--- config.mk ---
export PLATFORM = sky130hd
export DESIGN_NAME = rr_select_mux
export DESIGN_NICKNAME = d
export VERILOG_FILES = /design/src/rtl/rr_select_mux.sv
export SDC_FILE = /design/constraint.sdc
export NUM_CORES = 1
export LEC_CHECK = 0
export BUFFER_PORTS_ARGS = -buffer_cell sky130_fd_sc_hd__buf_4
export CAP_MARGIN = 0
export CORE_MARGIN = 10
export CORE_UTILIZATION = 45
export CTS_BUF_LIST = sky130_fd_sc_hd__clkbuf_8
export DETAILED_ROUTE_END_ITERATION = 10
export PLACE_DENSITY = 0.9
export SETUP_SLACK_MARGIN = 0.15
export SLEW_MARGIN = 10
export SYNTH_ARGS = -nofsm -noshare
export SYNTH_HDL_FRONTEND = slang
export SYNTH_SLANG_ARGS = --single-unit
export TNS_END_PERCENT = 10
--- constraint.sdc ---
create_clock -name clock -period 5.8 [get_ports clock]
set_input_delay 0.58 -clock clock [delete_from_list [all_inputs] [get_ports clock]]
set_output_delay 0.58 -clock clock [all_outputs]
set_load 0.01 [all_outputs]
--- src/rtl/rr_select_mux.sv ---
// N-channel burst-locking arbiter feeding one registered valid/ready output stage.
// Round-robin (MODE 0) or fixed lowest-index priority (MODE 1) channel selection.
module rr_select_mux #(
  parameter int unsigned WIDTH    = 32,
  parameter int unsigned CHANNELS = 8,
  parameter int unsigned MODE     = 0,
  localparam int unsigned CH_BITS = (CHANNELS > 2) ? $clog2(CHANNELS) : 1
) (
  input  logic                      clock,
  input  logic                      reset,
  input  logic [CHANNELS-1:0]       in_valid,
  input  logic [CHANNELS*WIDTH-1:0] in_data,
  input  logic [CHANNELS-1:0]       in_last,
  output logic [CHANNELS-1:0]       in_ready,
  output logic                      out_valid,
  output logic [WIDTH-1:0]          out_data,
  output logic                      out_last,
  output logic [CH_BITS-1:0]        out_channel,
  input  logic                      out_ready
);

  typedef enum logic {StIdle, StLocked} state_e;

  state_e               state_q;
  logic [CH_BITS-1:0]   ptr_q;
  logic [CH_BITS-1:0]   lock_q;
  logic                 out_valid_q;
  logic [WIDTH-1:0]     out_data_q;
  logic                 out_last_q;
  logic [CH_BITS-1:0]   out_channel_q;

  logic [WIDTH-1:0]     ch_data [CHANNELS];
  logic [CH_BITS-1:0]   grant_idx;
  logic                 grant_vld;
  logic [CH_BITS-1:0]   ptr_nxt;
  logic                 load_en;
  logic                 xfer;

  for (genvar i = 0; i < CHANNELS; i++) begin : g_unpack
    assign ch_data[i] = in_data[i*WIDTH +: WIDTH];
  end

  // Search runs from the highest offset down so the lowest offset wins.
  always_comb begin
    int unsigned        base;
    int unsigned        sum;
    logic [CH_BITS-1:0] cand;
    grant_idx = '0;
    grant_vld = 1'b0;
    base      = (MODE == 0) ? 32'(ptr_q) : 32'd0;
    sum       = 0;
    cand      = '0;
    if (state_q == StLocked) begin
      grant_idx = lock_q;
      grant_vld = in_valid[lock_q];
    end else begin
      for (int k = int'(CHANNELS) - 1; k >= 0; k--) begin
        sum = base + 32'(k);
        if (sum >= CHANNELS) sum = sum - CHANNELS;
        cand = CH_BITS'(sum);
        if (in_valid[cand]) begin
          grant_idx = cand;
          grant_vld = 1'b1;
        end
      end
    end
  end

  assign load_en = !out_valid_q || out_ready;
  assign xfer    = load_en && grant_vld && !reset;
  assign ptr_nxt = (grant_idx == CH_BITS'(CHANNELS - 1)) ? '0 : grant_idx + 1'b1;

  always_comb begin
    in_ready = '0;
    if (xfer) in_ready[grant_idx] = 1'b1;
  end

  always_ff @(posedge clock or posedge reset) begin
    if (reset) begin
      state_q       <= StIdle;
      ptr_q         <= '0;
      lock_q        <= '0;
      out_valid_q   <= 1'b0;
      out_data_q    <= '0;
      out_last_q    <= 1'b0;
      out_channel_q <= '0;
    end else begin
      if (load_en) begin
        out_valid_q <= xfer;
        if (xfer) begin
          out_data_q    <= ch_data[grant_idx];
          out_last_q    <= in_last[grant_idx];
          out_channel_q <= grant_idx;
        end
      end
      if (xfer) begin
        if (in_last[grant_idx]) begin
          state_q <= StIdle;
          ptr_q   <= ptr_nxt;
        end else begin
          state_q <= StLocked;
          lock_q  <= grant_idx;
        end
      end
    end
  end

  assign out_valid   = out_valid_q;
  assign out_data    = out_data_q;
  assign out_last    = out_last_q;
  assign out_channel = out_channel_q;

endmodule

Word-level counts from Yosys, hierarchy flattened
Index checks and enable logic that the tools add are counted.

storage, ports and cells
  output and inout port bits = 45
  flip-flop bits (word level) = 44
  input bits = 275

operators by class
  multiplexer cells = 62
  bitwise operators = 2
  $add $sub $neg = 16
  order comparisons = 20
  reductions and logical operators = 9
  equality and inequality tests = 1

operators with widths
  cell                 number
  $bmux 32 s3          1
  $mux 3               26
  $mux 32              2
  $lt 3x4->1 const B   10
  $ge 4x4->1 const B   8
  $bmux 1 s3           10
  $sub 3x1->3 const B  8
  $mux 1               21
  $add 3x3->4 const B  4
  $add 3x2->4 const B  2
  $mux 8               1
  $reduce_and 2->1     3
  $add 3x1->4 const B  1
  $ge 3x4->1 const B   1
  $not 3->4            1
  $add 3x1->3 const B  1
  $demux 1 s3          1
  $eq 3x3->1 const B   1
  $ge 3x1->1 const B   1
  $logic_and 1x1->1    3
  $logic_not 1->1      2
  $logic_or 1x1->1     1
  $not 1->1            1

Depth between registers and ports, before layout
Gate-level depths: netlist of the first run.

  depth in word-level cells = 20
  depth in mapped cells = 18

Worst setup path before layout of the first run
No wires, ideal clock.

  kind = flip-flop to flip-flop
  start = reg ptr_q[0]
  end = reg ptr_q[2]
  stages on the path, launching flop included = 18
  data required time = 5.672 ns
  arrival time = 4.305 ns
  path buffers = 6
  slack = 1.367 ns
  cell sequence = dfrtp_1 -> buf_4 -> buf_1 -> inv_1 -> ha_1 -> clkbuf_1 -> mux4_2 -> mux2_2 -> a211o_1 -> a311o_1 -> o2bb2ai_2 -> buf_6 -> buf_4 -> buf_6 -> inv_1 -> ha_1 -> ha_1 -> mux2_1

on the way
  elaborated cells on any way between the ends = 81
  those cells by class = 16 x add/sub; 8 x order compare; 1 x eq/ne; 53 x mux; 3 x reduce/logical

RTL lines
  what                                       line  source
  start, declared                            25    logic [CH_BITS-1:0] ptr_q;
  start signal, assigned                     99    ptr_q <= ptr_nxt;
  $add 3x3->4                                58    sum = base + 32'(k);
  $ge 4x4->1 or $sub 3x1->3 (tied branches)  59    if (sum >= CHANNELS) sum = sum - CHANNELS;
  $mux 3                                     59
  $mux 3                                     53    if (state_q == StLocked) begin
  $bmux 1 s3                                 61    if (in_valid[cand]) begin
  $mux 1 (implied by the code)               61
  $mux 3 (7 in a row)                        61
  $mux 3 (*)                                 61
  $mux 3 (*)                                 53
  net grant_idx[1]                           33    logic [CH_BITS-1:0] grant_idx;
  $add 3x1->3 or $eq 3x3->1 (tied branches)  71    assign ptr_nxt = (grant_idx == CH_BITS'(CHANNELS - 1)) ? '0 : grant_idx + 1'b1;
  $mux 3 (*)                                 71
  net ptr_nxt[2]                             35    logic [CH_BITS-1:0] ptr_nxt;

Mark *: on every way through the listed nets, which the timed path passes. The rest lies on a longest branch. The select of a mux whose other input is x is not followed.
A chain may end at the register's enable or synchronous reset.

Final worst setup path of the first run
  start = reg ptr_q[0]
  end = reg out_data_q[20], in the netlist out_data[20]

on the way
  word-level cells in the longest chain between the ends = 19
  elaborated cells on any way between the ends = 80
  those cells by class = 15 x add/sub; 8 x order compare; 53 x mux; 1 x bitwise; 3 x reduce/logical

RTL lines
  what                                        line  source
  $add 3x3->4                                 58
  $ge 4x4->1 or $sub 3x1->3 (tied branches)   59
  $mux 3                                      59
  $mux 3                                      53
  $bmux 1 s3                                  61
  $mux 1 (implied by the code)                61
  $mux 3 (8 in a row)                         61
  $mux 3                                      53
  $not 3->4 (implied by the code)             91    out_data_q <= ch_data[grant_idx];
  $bmux 32 s3                                 91
  $mux 32 (implied by the code) (2 in a row)  91
  end signal, assigned                        91
  end, declared                               28    logic [WIDTH-1:0] out_data_q;

Parallel ways exist; a longest one is shown, timed or not. The select of a mux whose other input is x is not followed.

==> results of run 1 <==
==> sequential cells by signal, indices dropped and copies added, names as in the netlist <==
signal       count
state_q          1
out_data        32
lock_q           3
ptr_q            3
out_last         1
out_valid        1
out_channel      3
==> where the power goes <==
part | switching [mW] | internal [mW]
Combinational | 2.54 | 2.14
Clock | 0.117 | 0.130
Sequential | 0.141 | 0.475
Total | 2.80 | 2.75
==> stage by stage <==
stage	area, sq um	hold WS, ps
2_1_floorplan	5030	515
3_3_place_gp	7480	463
3_5_place_dp	7480	466
4_1_cts	7590	467
5_1_grt	7590	467
6_report	7590	465
==> placed cells by master, fill, tap and decap left out, drive strengths merged, types with 3 or more instances in the layout <==
cell type,netlist,final
mux2i,123,123
nor2,12,12
a211o,3,3
dfrtp,44,44
o221ai,25,25
inv,14,15
nor4,3,3
o21ai,60,60
a21oi,5,5
nor3,6,6
mux4,12,12
ha,4,4
o22ai,4,4
a2111oi,3,3
buf,27,329
clkbuf,23,5
nand2b,5,5
o211ai,3,3
nand3,3,3
mux2,56,56
nand2,99,99
==> worst min path at each step <==
stage | start | endpoint | cells after the start
final | out_ready | out_valid | 2
after detailed placement | out_channel[2] | out_channel[2] | 2
after CTS | out_ready | out_valid | 2
after global routing | out_ready | out_valid | 2
after global placement | out_channel[1] | out_channel[1] | 2
after floorplan | out_channel[0] | out_channel[0] | 2
==> Yosys cell counts, types with 3 or more instances <==
master	instances	area (sq um)
nand2_1	99	372
nor3_1	5	25.0
o22ai_1	3	18.8
a21oi_1	5	25.0
nor2_1	12	45.0
buf_2	8	40.0
a211o_1	3	26.3
o21ai_1	53	265
inv_1	13	48.8
mux4_2	12	270
nor4_1	3	18.8
buf_4	12	90.1
mux2_1	30	338
o221ai_1	25	219
ha_1	4	50.1
mux2i_1	122	1220
nand2b_1	5	31.3
o211ai_1	3	22.5
buf_1	5	18.8
nand3_1	3	15.0
mux2_2	26	293
dfrtp_1	44	1100
clkbuf_1	23	86.3
o21ai_0	7	35.0
==> per-layer routing <==
layer	global-route usage [%]	vias to the layer above	wire, um
met2	44.8	265	10900
met5	0	-	0
met4	6.57	0	448
li1	-	2656	-
met3	7.51	30	1930
met1	27.4	2563	7790
==> worst max-delay path, cell delays in order (launching register included) <==
cell,delay (ps)
dfrtp_1,820
inv_1,200
ha_1,550
mux4_2,460
and2_1,210
a2111oi_1,590
a2111oi_4,100
o2bb2ai_4,480
buf_12,310
buf_12,230
mux2_2,340
o21ai_0,230
o221ai_1,140
==> logic make-up (layout without fill, tap and decap cells) <==
kind of cell             Yosys count  count (layout)  synth area share, %
XOR/XNOR                           4               4                0.697
AND/OR/NAND/NOR                  137             137                 11.7
AO/OA/AOI/OAI                    118             118                 16.1
multiplexers                     191             191                 42.5
adder cells (fa/ha/maj)            4               4                0.995
flip-flops                        44              44                 21.9
buffers and inverters             64             351                 6.17
==> cell type report <==
cell class | instances | area [sq um]
sequential | 44 | 1100
clock inverter | 3 | 46.3
multi-input combinational | 454 | 3640
clock buffer | 5 | 68.8
fill | 835 | 3300
timing repair buffer | 329 | 2510
inverter | 14 | 52.6
tap | 140 | 175
==> results.cfg, run 1 <==
[logic_synthesis]
synth.cell_area_sq_mm = 0.00503
synth.avg_cell_area_sq_um = 8.95
synthCells = 562
async_flop_share_pct = 100
ys_seq_elements = 44
synth.distinct_cells = 52
synth_edf_count = 0
syn-num-nets = 841
yosysWarnings = 0
dominantRegCellSynth = dfrtp_1
ys_seq_area_share_pct = 21.9

[pwr]
p_leak_nw = 3.81
peakVddDrop_v = 0.000982
p_per_area_mw_per_mm2 = 731
p_total_mw = 5.55

[timing]
fin_ws_ps = 954
slew_viol_final = 0
period_share_pct = 83.6
fmax_mhz = 206
tightestPinTransition_ps = 980
final_hold_viol_count = 0
slew_headroom_pct = 34.6
fin_worst_skew_ps = 13.7
rsz0062_at_grt = no
setup_viol = 0
finalSetupTns_ps = 0
fin_crit_ps = 4850

[worst_setup_path]
cp.required_ps = 5950
end_kind = flop
cp.arrival_ps = 5000
worst-path-max-fanout = 37
cp-endpoint = out_data[20]
crit_type = flop to flop
rr_worst_depth = 12
reg2reg_from = ptr_q[0]
setup.worst_path.start = ptr_q[0]
startpoint_type = flop
worstReg2RegEnd = out_data[20]
ff2ff_setup_slack_ps = 950

[clocking]
worstSkewPairLatency_ps = 300
cts_resized = 0
cts_tree = done
clkSinkCount = 44
clkTransAtPathRegs_ps = 100
clockBufferDepth = 2
htree_levels = 2
postCtsHoldBufs = 0
numCtsBuffers = 5
postCtsSetupBuffers = 0
cts_root_buffer = clkbuf_8

[global_route]
antenna_found_initial = 1
grt_usage_pct = 24.8
grt_pass1_wl_um = 32100
overflow = 0
grt_max_degree = 91
grt_pass1_vias = 5806

[die]
dieArea_sq_mm = 0.0158
pin_count = 320
die_y_um = 126
num_rows = 38
floorplan.core_area_sq_mm = 0.0109
die_x_um = 126
start_util_pct = 46.2

[route]
routed_wl_um = 21100
routedWlPerCell_um = 21.3
drtPass1Iterations = 5
drc_errors = 0
ant_nets = 0
vias = 5514
drt_iter0_drc = 442
viasPerCell = 5.58

[cells_and_area]
fin_util_pct = 69.7
stdcell_count = 989
layout-drive-gt1-share_pct = 45.6
syn_to_final_growth_pct = 51.0
fin_nets = 1127
antenna_cells = 0

[status]
status = finished clean

[run]
cap_violations = 0

[placed_design]
place.port_buffers = 319
gp_congestion = 0.926
dp.final_hpwl_um = 17500
place_inst = 981
pre_cts_ws_ps = 983

[min_path]
min_path_type = input port to flop
(Power assumes the default switching activity.)
==> run 2: changes to the inputs <==
--- a/config.mk
+++ b/config.mk
@@ -8,10 +8,10 @@
 export BUFFER_PORTS_ARGS = -buffer_cell sky130_fd_sc_hd__buf_4
 export CAP_MARGIN = 0
 export CORE_MARGIN = 10
-export CORE_UTILIZATION = 45
+export CORE_UTILIZATION = 40
 export CTS_BUF_LIST = sky130_fd_sc_hd__clkbuf_8
 export DETAILED_ROUTE_END_ITERATION = 10
-export PLACE_DENSITY = 0.9
+export PLACE_DENSITY = 0.85
 export SETUP_SLACK_MARGIN = 0.15
 export SLEW_MARGIN = 10
 export SYNTH_ARGS = -nofsm -noshare
==> constraint.sdc (replaced) <==
create_clock -name clock -period 3.9 [get_ports clock]
set_input_delay 0.39 -clock clock [delete_from_list [all_inputs] [get_ports clock]]
set_output_delay 0.39 -clock clock [all_outputs]
set_load 0.01 [all_outputs]
==> run 2 against run 1 <==
Effect of this change:
- final cell count increased by 4.8%
- non-clock buffer count increased by 16
- die area increased by 10%
- clock power up 26%
- utilization is 5.3 points lower
- via count up 2.0%
==> results.cfg, run 2 (synthesis gave the netlist of run 1 again) <==
[status]
status = finished clean

[min_path]
min_path_type = input port to asynchronous set/reset pin

[worst_setup_path]
rr_worst_depth = 11
worst-path-max-fanout = 18
startpoint_type = flop
cp.arrival_ps = 3240
crit_family = compound AO/OA/AOI/OAI gates
cp.required_ps = 3510
end_kind = output port
cp_num_buf_inv = 3
ff2ff_setup_slack_ps = 340
reg2reg_from = ptr_q[1]
critPathSlowestCell = dfrtp_1
worstReg2RegEnd = ptr_q[1]
critPathMaxStageDelay_ps = 400
crit_top_cell = buf_4
crit_chain = buf_4, ha_1, xnor2_2, mux2_2, a311o_1, a2111oi_4, o2bb2ai_4, buf_4, nor3_1, buf_4
crit_type = flop to output port

[clocking]
clkTransAtPathRegs_ps = 80
clockBufferDepth = 2
htree_levels = 2
worstSkewPairLatency_ps = 300
cts_tree = done
cts_root_buffer = clkbuf_8
postCtsHoldBufs = 0
clkSinkCount = 44
numCtsBuffers = 5

[timing]
final_hold_viol_count = 0
fin_crit_ps = 3630
setup_viol = 0
slew_headroom_pct = 61.0
rsz0062_at_grt = yes
fmax_mhz = 275
period_share_pct = 93.1
tightestPinTransition_ps = 585
fin_worst_skew_ps = 12.7
finalSetupTns_ps = 0
hold_ws_ps = 247
slew_viol_final = 0

[global_route]
antenna_found_initial = 2
grt_pass1_wl_um = 32100
grt_usage_pct = 22.6
overflow = 0
grt_max_degree = 60
grt_pass1_vias = 5690

[die]
pin_count = 320
num_rows = 40
floorplan.core_area_sq_mm = 0.0122
die_y_um = 132
start_util_pct = 41.3
die_x_um = 132
dieArea_sq_mm = 0.0175

[pwr]
p_clk_share_pct = 3.6
peakVddDrop_v = 0.000992
power_frac_seq_pct = 10.1
p_total_mw = 8.61
combPwrFrac_pct = 86.2
swShare_pct = 49.3
p_int_mw = 4.36
p_leak_nw = 3.92
power_switching_mw = 4.25
p_per_area_mw_per_mm2 = 1100

[route]
routed_wl_um = 21700
drt_iter0_drc = 459
vias = 5623
ant_nets = 0
drc_errors = 0
drtPass1Iterations = 5
routedWlPerCell_um = 20.9
viasPerCell = 5.43

[cells_and_area]
fin_nets = 1144
syn_to_final_growth_pct = 55.8
layout-drive-gt1-share_pct = 47.3
most-common-layout-cells = buf_4, mux2i_1, nand2_1, o21ai_1, dfrtp_1
stdcell_count = 1036
fillers = 990
finalInstanceArea_sq_mm = 0.00784
mostFrequentLayoutCell = buf_4
largest_reg_flops = 32

[placed_design]
dpl_cell_area_sq_mm = 0.00762
place.port_buffers = 319
dp.final_hpwl_um = 17800
place_inst = 1019
gp_congestion = 0.934

[run]
cap_violations = 0
## run 2: per-layer routing
layer	wire, um	GRT usage (%)	share of wire, %
met1	8130	24.9	37
met2	11300	41.1	52
met3	1840	6.29	8.5
met5	0	0	0
met4	384	6.30	1.8
## run 2: how the worst max path moves through the flow
stage	startpoint	end	slack (ps)	cells past startpoint
2_1_floorplan	ptr_q[0]	ptr_q[2]	160	17
3_3_place_gp	ptr_q[0]	ptr_q[1]	340	11
3_5_place_dp	ptr_q[0]	lock_q[1]	310	11
4_1_cts	ptr_q[0]	in_ready[2]	180	10
5_1_grt	ptr_q[1]	in_ready[3]	130	10
6_report	ptr_q[1]	in_ready[6]	270	10
## run 2: what timing repair did
| action | in CTS | in global routing |
|---|---|---|
| endpoints found under the setup margin | 8 | 13 |
| endpoints found under the hold margin | 0 | 0 |
| buffers inserted | 1 | 4 |
| cloned | 0 | 2 |
| gates resized for setup | 2 | 3 |
| pin swaps | 1 | 1 |
## run 2: worst min-delay path: stages
cell   delay [ps]
buf_4         110
inv_2          40
buf_4         460
## run 2: area by class of cell
type	instances	area [sq um]	share of cell area (%)
multi-input cells	455	3710	47.3
repair buffers	345	2670	34.0
flip-flops and latches	44	1100	14.1
well taps	168	210	2.68
clock buffers	6	82.6	1.05
inverters	14	52.6	0.671
clock inverters	2	13.8	0.176
diodes	2	5.00	0.0639
## run 2: per-stage QoR
step           setup slack (ps)  util, %
3_3_place_gp                336     62.7
6_report                    270     64.4
3_5_place_dp                309     62.7
2_1_floorplan               164        -
4_1_cts                     179     63.6
5_1_grt                     126     64.4
## run 2: power by group through the flow
stage | logic (mW) | clock network [mW] | registers, mW
global route | 8.03 | 0.346 | 0.903
finish | 7.43 | 0.311 | 0.873
floorplan | 5.44 | 0 | 0.921
detailed placement | 7.14 | 0 | 0.875
global placement | 7.08 | 0 | 0.870
CTS | 7.21 | 0.318 | 0.870
==> run 3: changes to the inputs <==
--- a/config.mk
+++ b/config.mk
@@ -8,10 +8,10 @@
 export BUFFER_PORTS_ARGS = -buffer_cell sky130_fd_sc_hd__buf_4
 export CAP_MARGIN = 0
 export CORE_MARGIN = 10
-export CORE_UTILIZATION = 40
+export CORE_UTILIZATION = 45
 export CTS_BUF_LIST = sky130_fd_sc_hd__clkbuf_8
 export DETAILED_ROUTE_END_ITERATION = 10
-export PLACE_DENSITY = 0.85
+export PLACE_DENSITY = 0.9
 export SETUP_SLACK_MARGIN = 0.15
 export SLEW_MARGIN = 10
 export SYNTH_ARGS = -nofsm -noshare
==> constraint.sdc (replaced) <==
create_clock -name clock -period 4.15 [get_ports clock]
set_input_delay 0.415 -clock clock [delete_from_list [all_inputs] [get_ports clock]]
set_output_delay 0.415 -clock clock [all_outputs]
set_load 0.01 [all_outputs]
==> run 3 against run 2 <==
Effect of this change:
- critical path depth up 1
- worst hold slack improved by 38 ps
- sequential power fell by 5.4%
- via count is 0.34% higher
- die area down 9.5%
- setup slack gained 100 ps
- power decreased by 5.3%
- clock-buffer cell count stayed put
- non-clock buffer count fell by 1
- routed wire length decreased by 0.19%
- final cell count decreased by 3.1%
==> results.cfg, run 3 (synthesis gave the netlist of run 1 again) <==
[status]
status = finished clean

[route]
drtPass1Iterations = 6
ant_nets = 0
drc_errors = 0
routed_wl_um = 21700
routedWlPerCell_um = 21.6
vias = 5642
viasPerCell = 5.62
drt_iter0_drc = 446

[pwr]
p_per_area_mw_per_mm2 = 1050
peakVddDrop_v = 0.00126
p_leak_nw = 3.89

[global_route]
grt_pass1_wl_um = 32600
grt_max_degree = 99
grt_pass1_vias = 5794
grt_usage_pct = 25.1
overflow = 0
antenna_found_initial = 0

[cells_and_area]
fin_nets = 1142
mostFrequentLayoutCell = buf_4
stdcell_count = 1004
largest_reg_flops = 32
most-common-layout-cells = buf_4, mux2i_1, nand2_1, o21ai_1, dfrtp_1
fin_util_pct = 71.1
layout-drive-gt1-share_pct = 46.9
antenna_cells = 0
syn_to_final_growth_pct = 54.0

[die]
pin_count = 320
dieArea_sq_mm = 0.0158
die_x_um = 126
num_rows = 38
start_util_pct = 46.2
floorplan.core_area_sq_mm = 0.0109
die_y_um = 126

[placed_design]
pre_cts_ws_ps = 311
dp.final_hpwl_um = 17800
gp_congestion = 0.973
place_inst = 989
place.port_buffers = 319

[worst_setup_path]
critPathMaxStageDelay_ps = 610
cp_num_buf_inv = 2
end_kind = flop
cp.arrival_ps = 3960
worst-path-max-fanout = 16
cp.required_ps = 4330
crit_family = multiplexers
crit_type = flop to flop
startpoint_type = flop
critPathSlowestCell = mux4_2
crit_chain = buf_4, mux4_2, a2111oi_0, a221o_1, o211ai_1, o21ai_4, buf_4, mux2i_1, mux2i_1, o22ai_2, mux2_1

[timing]
fin_worst_skew_ps = 6.22
period_share_pct = 91.1
setup_viol = 0
slew_headroom_pct = 59.2
fin_crit_ps = 3780
slew_viol_final = 0
tightestPinTransition_ps = 611
rsz0062_at_grt = no
final_hold_viol_count = 0
hold_ws_ps = 285
fin_ws_ps = 369
fmax_mhz = 265
finalSetupTns_ps = 0

[run]
cap_violations = 0

[clocking]
cts_tree = done
htree_levels = 2
clkTransAtPathRegs_ps = 90
cts_root_buffer = clkbuf_8
clkSinkCount = 44
clockBufferDepth = 2
worstSkewPairLatency_ps = 290
postCtsHoldBufs = 0
numCtsBuffers = 5

[min_path]
min_path_type = input port to asynchronous set/reset pin
-- run 3: changes by cell type in the layout (fill, tap and decap cells not counted), sizes merged --
cell | before | now
clkinvlp | 0 | 2
diode | 2 | 0
buf | 344 | 343
clkinv | 1 | 0
inv | 15 | 14
mux4 | 13 | 12
-- run 3: cell type report --
class,count,area (sq um)
Timing Repair Buffer,344,2650
Multi-Input combinational cell,454,3670
Clock buffer,6,82.6
Sequential cell,44,1100
Fill cell,810,3140
Inverter,14,52.6
Tap cell,140,175
Clock inverter,2,15.0
-- run 3: power breakdown --
part	leakage, nW	total (mW)	switching [mW]	internal (mW)
clock network	0.0434	0.296	0.161	0.135
registers	0.537	0.826	0.162	0.664
logic	3.31	7.03	3.73	3.30
-- run 3: worst paths after layout --
path,from,end,slack [ps],cells after the start
worst max-delay path,ptr_q[0],lock_q[1],370,11
worst min-delay path,reset,out_last,290,3
worst max register to register,ptr_q[0],lock_q[1],370,11
worst min register to register,out_channel[0],out_channel[0],490,2
max in group asynchronous,reset,out_data[20],3460,3
min in group clock,out_ready,out_valid,300,2
-- run 3: through the flow --
step | power (mW) | area (sq um)
after global routing | 8.76 | 7750
after floorplan | 5.91 | 5050
after detailed placement | 7.55 | 7550
after global placement | 7.42 | 7550
final | 8.15 | 7750
after CTS | 7.87 | 7650
-- run 3: metal layers --
layer  share of wire [%]  GRT usage (%)  vias to the layer above
met3                 8.5           6.00                       24
met2                  53           45.7                      292
li1                    -              -                     2675
met4                 1.9           5.69                        0
met1                  37           28.8                     2651
met5                   0              0                        -
-- run 3: worst reg2reg max path, cell delays in order, from the launching register on --
cell and delay, ps:
dfrtp_1 350, buf_4 250, mux4_2 610, a2111oi_0 480, a221o_1 210, o211ai_1 140
o21ai_4 360, buf_4 190, mux2i_1 320, mux2i_1 150, o22ai_2 250, mux2_1 360
-- run 3: what timing repair did --
| action | 4_1_cts | 5_1_grt |
|---|---|---|
| setup buffers | 0 | 6 |
| endpoints found under the setup margin | 4 | 16 |
| pin swaps | 0 | 1 |
| gates cloned | 0 | 1 |
| resized for setup | 1 | 4 |
